===== config.mk =====
export PLATFORM = sky130hd
export DESIGN_NAME = dat_mem_stk
export DESIGN_NICKNAME = d
export VERILOG_FILES = /design/src/rtl/dat_mem_stk.sv
export SDC_FILE = /design/constraint.sdc
export NUM_CORES = 2
export LEC_CHECK = 0
export ABC_CLOCK_PERIOD_IN_PS = 6700
export CAP_MARGIN = 10
export CORE_UTILIZATION = 63
export CTS_CLUSTER_DIAMETER = 40
export CTS_CLUSTER_SIZE = 12
export DETAILED_ROUTE_END_ITERATION = 10
export HOLD_SLACK_MARGIN = 0.06
export PLACE_DENSITY = 0.79
export SLEW_MARGIN = 20
export SYNTH_ARGS = -nofsm -noshare
export SYNTH_HDL_FRONTEND = slang
export SYNTH_SLANG_ARGS = --single-unit

===== constraint.sdc =====
create_clock -name clk -period 6.7 [get_ports clk]
set_clock_uncertainty 0.2 [all_clocks]
set_input_delay 1.34 -clock clk [delete_from_list [all_inputs] [get_ports clk]]
set_output_delay 1.34 -clock clk [all_outputs]
set_load 0.03 [all_outputs]

===== src/rtl/dat_mem_stk.sv =====
// -----------------------------------------------------------------------------
// dat_mem_stk
//
// Purpose:
//   Byte-style data memory with a combinational load port and a clocked store
//   port. The top STACK_DEPTH words of the array double as a hardware stack
//   with push/pop, an occupancy pointer, full/empty status and sticky error
//   flags. After reset an optional sequencer zeroes the whole array before
//   the datapath may use it.
//
// Build option:
//   DAT_MEM_CLR_EN  - when defined, the post-reset clear sequencer is present
//                     and ready rises after 2**AW edges. When undefined,
//                     ready rises on the first edge after reset release and
//                     the array contents are undefined until written.
//
// Ports:
//   clk      in   clock, all state updates on the rising edge
//   rst_n    in   asynchronous active-low reset
//   wr_en    in   store enable, core[addr] <= dat_in
//   addr     in   load/store address (AW bits)
//   dat_in   in   store data and push data (DW bits)
//   dat_out  out  combinational core[addr]
//   push     in   push dat_in onto the stack
//   pop      in   pop the top of the stack
//   tos      out  combinational top-of-stack word, 0 when empty
//   sp       out  current stack occupancy
//   full     out  sp == STACK_DEPTH
//   empty    out  sp == 0
//   ovf      out  sticky, push while full
//   unf      out  sticky, pop while empty
//   coll     out  sticky, store dropped because of a concurrent push
//   err_clr  in   synchronous clear of ovf/unf/coll
//   ready    out  high once initialisation is complete
// -----------------------------------------------------------------------------
module dat_mem_stk #(
  parameter int DW          = 8,
  parameter int AW          = 8,
  parameter int STACK_DEPTH = 16
) (
  input  logic                               clk,
  input  logic                               rst_n,
  input  logic                               wr_en,
  input  logic [AW-1:0]                      addr,
  input  logic [DW-1:0]                      dat_in,
  output logic [DW-1:0]                      dat_out,
  input  logic                               push,
  input  logic                               pop,
  output logic [DW-1:0]                      tos,
  output logic [$clog2(STACK_DEPTH+1)-1:0]   sp,
  output logic                               full,
  output logic                               empty,
  output logic                               ovf,
  output logic                               unf,
  output logic                               coll,
  input  logic                               err_clr,
  output logic                               ready
);

  localparam int DEPTH = 1 << AW;
  localparam int SPW   = $clog2(STACK_DEPTH + 1);

  // First word of the stack region; the stack grows upward from here.
  localparam logic [AW-1:0]  STK_BASE = AW'(DEPTH - STACK_DEPTH);
  localparam logic [SPW-1:0] SP_MAX   = SPW'(STACK_DEPTH);

  typedef enum logic {
    ST_INIT,
    ST_RUN
  } state_e;

  state_e           state_q, state_d;
  logic [SPW-1:0]   sp_q, sp_d;
  logic             ovf_q, ovf_d;
  logic             unf_q, unf_d;
  logic             coll_q, coll_d;

`ifdef DAT_MEM_CLR_EN
  logic [AW-1:0]    clr_ptr_q, clr_ptr_d;
`endif

  logic [DW-1:0]    core [DEPTH];

  // Single write port, shared by the clear sweep, the stack and the store.
  logic             mem_we;
  logic [AW-1:0]    mem_waddr;
  logic [DW-1:0]    mem_wdata;

  logic [AW-1:0]    push_addr;
  logic [AW-1:0]    top_addr;
  logic             is_full;
  logic             is_empty;

  // The stack region never reaches the end of the address space when full
  // is low, so these AW-bit sums cannot wrap while they are in use.
  assign push_addr = STK_BASE + AW'(sp_q);
  assign top_addr  = push_addr - AW'(1);
  assign is_full   = (sp_q == SP_MAX);
  assign is_empty  = (sp_q == '0);

  // State, stack pointer and sticky flags.
  always_ff @(posedge clk or negedge rst_n) begin
    if (!rst_n) begin
      state_q <= ST_INIT;
      sp_q    <= '0;
      ovf_q   <= 1'b0;
      unf_q   <= 1'b0;
      coll_q  <= 1'b0;
    end else begin
      state_q <= state_d;
      sp_q    <= sp_d;
      ovf_q   <= ovf_d;
      unf_q   <= unf_d;
      coll_q  <= coll_d;
    end
  end

`ifdef DAT_MEM_CLR_EN
  always_ff @(posedge clk or negedge rst_n) begin
    if (!rst_n) begin
      clr_ptr_q <= '0;
    end else begin
      clr_ptr_q <= clr_ptr_d;
    end
  end
`endif

  // Next-state, stack and write-port arbitration. The stack write always
  // wins the port; a store that coincides with a push is dropped and
  // recorded in coll. Errors raised this cycle override err_clr.
  always_comb begin
    state_d   = state_q;
    sp_d      = sp_q;
    ovf_d     = ovf_q;
    unf_d     = unf_q;
    coll_d    = coll_q;
    mem_we    = 1'b0;
    mem_waddr = addr;
    mem_wdata = dat_in;
`ifdef DAT_MEM_CLR_EN
    clr_ptr_d = clr_ptr_q;
`endif

    case (state_q)
      ST_INIT: begin
`ifdef DAT_MEM_CLR_EN
        // Sweep the array with zeros, one word per edge.
        mem_we    = 1'b1;
        mem_waddr = clr_ptr_q;
        mem_wdata = '0;
        clr_ptr_d = clr_ptr_q + AW'(1);
        if (clr_ptr_q == {AW{1'b1}}) begin
          state_d = ST_RUN;
        end
`else
        state_d = ST_RUN;
`endif
      end

      ST_RUN: begin
        if (err_clr) begin
          ovf_d  = 1'b0;
          unf_d  = 1'b0;
          coll_d = 1'b0;
        end

        if (push && !pop) begin
          if (!is_full) begin
            mem_we    = 1'b1;
            mem_waddr = push_addr;
            sp_d      = sp_q + SPW'(1);
          end else begin
            ovf_d = 1'b1;
          end
        end else if (pop && !push) begin
          if (!is_empty) begin
            sp_d = sp_q - SPW'(1);
          end else begin
            unf_d = 1'b1;
          end
        end else if (push && pop) begin
          // Replace the top word in place; occupancy does not change.
          if (!is_empty) begin
            mem_we    = 1'b1;
            mem_waddr = top_addr;
          end else begin
            unf_d = 1'b1;
          end
        end

        if (wr_en) begin
          if (push) begin
            coll_d = 1'b1;
          end else begin
            mem_we    = 1'b1;
            mem_waddr = addr;
            mem_wdata = dat_in;
          end
        end
      end

      default: begin
        state_d = ST_INIT;
      end
    endcase
  end

  // Array storage. Contents are never reset; a write is suppressed while
  // rst_n is low so that an interrupted operation leaves no trace.
  always_ff @(posedge clk) begin
    if (mem_we && rst_n) begin
      core[mem_waddr] <= mem_wdata;
    end
  end

  // Occupancy can never pass the stack size.
  always_ff @(posedge clk) begin
    if (rst_n) begin
      assert (sp_q <= SP_MAX);
    end
  end

  assign dat_out = core[addr];
  assign tos     = is_empty ? '0 : core[top_addr];
  assign sp      = sp_q;
  assign full    = is_full;
  assign empty   = is_empty;
  assign ovf     = ovf_q;
  assign unf     = unf_q;
  assign coll    = coll_q;
  assign ready   = (state_q == ST_RUN);

endmodule


== After elaboration in Yosys (flattened, before gate mapping) ==
Memories as Yosys holds them, arrays and structs flattened.
Cells that the tools add are included.
Cells by class
  shift-type cells: 0
  div/mod/pow operators: 0
  multiplexer cells: 34
  reduce and logical (&&, ||, !) cells: 9
  magnitude comparators: 0
  equal/unequal tests: 3
  multiply operators: 0
  $add $sub $neg: 4
  bitwise gates (word level): 0
Operator list (number)
  $mux 8: 9
  $mux 1: 21
  $mux 5: 4
  $sub 7x2->8 const B: 1
  $add 5x6->7 const A: 1
  $add 5x1->5 const B: 1
  $eq 5x5->1 const B: 1
  $logic_not 5->1: 1
  $sub 5x1->5 const B: 1
  $logic_and 1x1->1: 4
  $reduce_and 4->1: 1
  $logic_not 1->1: 2
  $ne 2x1->1 const B: 1
  $ne 2x2->1 const B: 1
  $reduce_bool 2->1: 1
Storage, ports and cells
  output and inout port bits: 27
  memories: 1
  bits in read-only memories: 0
  word-level logic and storage cells: 56
  register bits: 9
  bits in latches: 0
  RAM bits: 2048
Memory list
  core: depth 256, bits a word 8, rd ports 2, clocked after Yosys merged registers in 0, write ports 1, line 82  | logic [DW-1:0] core [DEPTH];

== Longest topological paths before layout ==
  depth after elaboration: 11
  gate-level depth with buffers: 17

== Least setup slack after synthesis ==
OpenSTA, ideal clock, no wires.
  path kind: register -> output
  from: reg sp_q[0] (netlist: sp[0])
  to: out tos[0]
  setup slack: 746 ps
  data arrival time: 4414 ps
  required time: 5160 ps
  cell stages (with the launch flop): 15
  cells stage by stage: dfrtp_1 > clkbuf_1 > buf_4 > buf_2 > buf_2 > buf_2 > inv_1 > ha_1 > clkbuf_1 > xor2_1 > buf_2 > mux2i_1 > o21ai_0 > nand3_1 > a32oi_1
On the way
  cells in the longest elaborated chain, start to end: 4
RTL lines
  from (decl): line 73  | logic [SPW-1:0] sp_q, sp_d;
  from (signal assigned): line 111  | sp_q <= sp_d;
  $add 5x6->7: line 96  | assign push_addr = STK_BASE + AW'(sp_q);
  $sub 7x2->8: line 97  | assign top_addr = push_addr - AW'(1);
  via top_addr[0]: line 90  | logic [AW-1:0] top_addr;
  $mem_v2 256x8
  $mux 8: line 224  | assign tos = is_empty ? '0 : core[top_addr];
  to (decl): line 49  | output logic [DW-1:0] tos,
The timed path passes the listed nets, and every way through them passes these cells.

== Final worst setup path ==
  from: in addr[4]
  to: out dat_out[4]
On the way
  cells in the longest elaborated chain, start to end: 1
RTL lines
  from (decl): line 44  | input logic [AW-1:0] addr,
  $mem_v2 256x8
  to (decl): line 46  | output logic [DW-1:0] dat_out,
No other way between the ends.

==> results_dict.tcl <==
set metrics [dict create \
    status "complete, but fails checks" \
    violations "setup timing" \
    min_period_ns 6.79 \
    ys_seq_area_share_pct 74.2 \
    wl_per_cell_um 36.7 \
    holdBufCountCts 0 \
    peakVddDrop_uv 247 \
    io_pins 49 \
    slew_headroom_pct 17.4 \
    synth-seq-cells 2057 \
    grt_pass1_wl_um 329000 \
    drc 0 \
    rsz0062_at_grt "false" \
    critical_path.cell_chain "clkdlybuf4s50_1 -> or2_2 -> buf_4 -> a21oi_1 -> nor4_1 -> buf_4 -> nor4_2 -> buf_4 -> buf_12" \
    layout_common_cells "2048 x edfxtp_1, 522 x mux4_2, 257 x nor2_1" \
    ys_types 79 \
    core_area_um2 130000 \
    port_buffers 48 \
    cts_root_buf "clkbuf_16" \
    crit_path_end_kind "primary output" \
    p_leak_nw 29.9 \
    path_clk_slew_ns 0.06 \
    worstPathMaxFanout 16 \
    worst_pin_slew_ns 1.23 \
    cp.required_ns 5.16 \
    path_common_cell "buf_4" \
    fp-row-count 132 \
    dieWidth_um 365 \
    synth_edf_count 2048 \
    die_area_um2 133000 \
    vias_per_cell 7.39 \
    holdWs_ns 0.298 \
    drt_iter0_drc 8222 \
    vias 46500 \
    cp_slowest_cell "clkdlybuf4s50_1" \
    synth_flop_cell "edfxtp_1" \
    rrSetupSlack_ns 0.62 \
    post_cts_buffers 0 \
    drv_slew 0 \
    worstPathArrival_ns 5.25 \
    clock-sinks 2057 \
    syn_inst 4140 \
    fmax_mhz 147 \
    num-nets-final 4445 \
    worstSetupPathType "input port to primary output" \
    area_growth_pct 13.5 \
    drive_gt1_share_pct 26.4 \
    first_global_vias 46100 \
    worstSetupStartpointType "input port" \
    antenna_found_initial 7 \
    cts-htree-levels 4 \
    cts_tree "built" \
    dr.pass1.iters 7 \
    hold_viol 0 \
    total_power_mw 30.6 \
    grt_max_degree 157 \
    gp_congestion 0.956 \
    setup_ws_ns -0.0940 \
    clockBufferDepth 3 \
    ys_async_sr_fraction_pct 0.438 \
    clk_latency_ns 0.83 \
    wirelength_um 231000 \
    max_cap_viol_count 0 \
    initial_core_util_pct 63.9 \
    yosys_warnings 0 \
    crit-reg2reg-launch "sp[0]" \
    worstRegToRegCells 8 \
    place_ws_ns -0.0443 \
    drtAntennaViolNets 0 \
    pwr_density_cell_nw_per_um2 324 \
    cts_buffers 224 \
    worstReg2RegEnd "core[9][7]" \
    syn_area_um2 83100 \
    dieHeight_um 365 \
    grt-ovfl-total 0 \
    hold_end "unf" \
    fin_util_pct 72.5 \
    hold_start "unf" \
    period_share_pct 101 \
    min_path_type "register to register" \
    slowest_delay_ns 0.80 \
    hold_depth 2 \
    dp.final_hpwl_um 138000 \
    setup_viol 2 \
    final_common_cell "edfxtp_1" \
    grt_usage_pct 35.2 \
    synth_fp_nets 4171 \
    avgSynthCellArea_um2 20.1 \
]
## power breakdown
part | internal (mW) | switching [mW]
logic | 1.84 | 2.78
registers | 14.2 | 0.121
clock network | 6.50 | 5.12
total | 22.5 | 8.03
## kinds of logic (layout without fill, tap and decap cells)
family	count (synthesis)	count (layout)	share of synthesized area (%)
fa+ha+maj	9	9	0.144
simple gates	526	526	2.95
compound gates	512	512	4.38
mux	731	731	16.7
buf+inv	296	701	1.52
other cells	1	8	0.00451
xor+xnor	8	8	0.0843
flops	2057	2057	74.2
## worst max path at each step
stage / slack (ns) / endpoint / startpoint
after floorplan: 0.75 / tos[0] / sp[0]
after global placement: -0.71 / dat_out[3] / addr[0]
after detailed placement: -0.04 / dat_out[5] / addr[0]
after CTS: 0.04 / dat_out[4] / addr[4]
after global routing: 0.03 / dat_out[3] / addr[0]
final: -0.09 / dat_out[4] / addr[4]
## layer usage
| metal | wire length, um | track usage [%] | vias up |
|---|---|---|---|
| li1 | - | - | 18000 |
| met5 | 34 | 0 | - |
| met1 | 77900 | 47.6 | 23800 |
| met3 | 32300 | 10.0 | 688 |
| met2 | 108000 | 53.7 | 4028 |
| met4 | 12200 | 16.9 | 6 |
## final cells by class
cell class              count  area, um^2
inverters                  10        41.3
clock buffers             247        5720
flip-flops and latches   2057       61700
fillers                  7273       35800
well taps                1742        2180
clock inverters           110        1140
diodes                      7        17.5
multi-input cells        1787       20300
repair buffers            334        3230
## repair_timing
action,4_1_cts,5_1_grt
setup endpoints to repair,4,6
gates resized for setup,5,7
pin swaps,0,0
## cell usage after synthesis (all sizes together) (9+ instances only)
| cell | number | share of area (%) |
|---|---|---|
| nor3b | 9 | 0.087 |
| a221oi | 21 | 0.22 |
| nor2b | 9 | 0.068 |
| nor2 | 259 | 1.2 |
| mux2i | 198 | 2.4 |
| a22o | 15 | 0.16 |
| nor4 | 19 | 0.16 |
| buf | 136 | 0.80 |
| nor3 | 37 | 0.23 |
| mux4 | 522 | 14 |
| a211oi | 10 | 0.096 |
| o21ai | 37 | 0.22 |
| a21oi | 109 | 0.66 |
| o22ai | 37 | 0.31 |
| nand2 | 84 | 0.38 |
| edfxtp | 2048 | 74 |
| o221ai | 43 | 0.46 |
| mux2 | 11 | 0.15 |
| nand4 | 28 | 0.23 |
| nand2b | 9 | 0.068 |
| nand3 | 33 | 0.20 |
| a22oi | 164 | 1.5 |
| clkbuf | 150 | 0.68 |
| dfrtp | 9 | 0.27 |
| inv | 10 | 0.045 |
## flip-flops by register name (all words and copies together) (netlist names)
register	count
coll	1
core	2048
ovf	1
ready	1
sp	5
unf	1
## stage by stage
step	std cells	cell area [um^2]	setup TNS, ns
final	6294	94400	-0.105
after detailed placement	5930	87400	-0.0776
after floorplan	4140	83100	0
after global placement	5930	87400	-1.76
after CTS	6287	94300	0
after global routing	6287	94400	0
## worst max-delay path: cells and delay by family
family	cells	cell delay [ns]
AO/OA/AOI/OAI	1	0.71
buffers and inverters	5	1.66
AND/OR/NAND/NOR	3	1.50
Power figures use the tool's default switching activity.
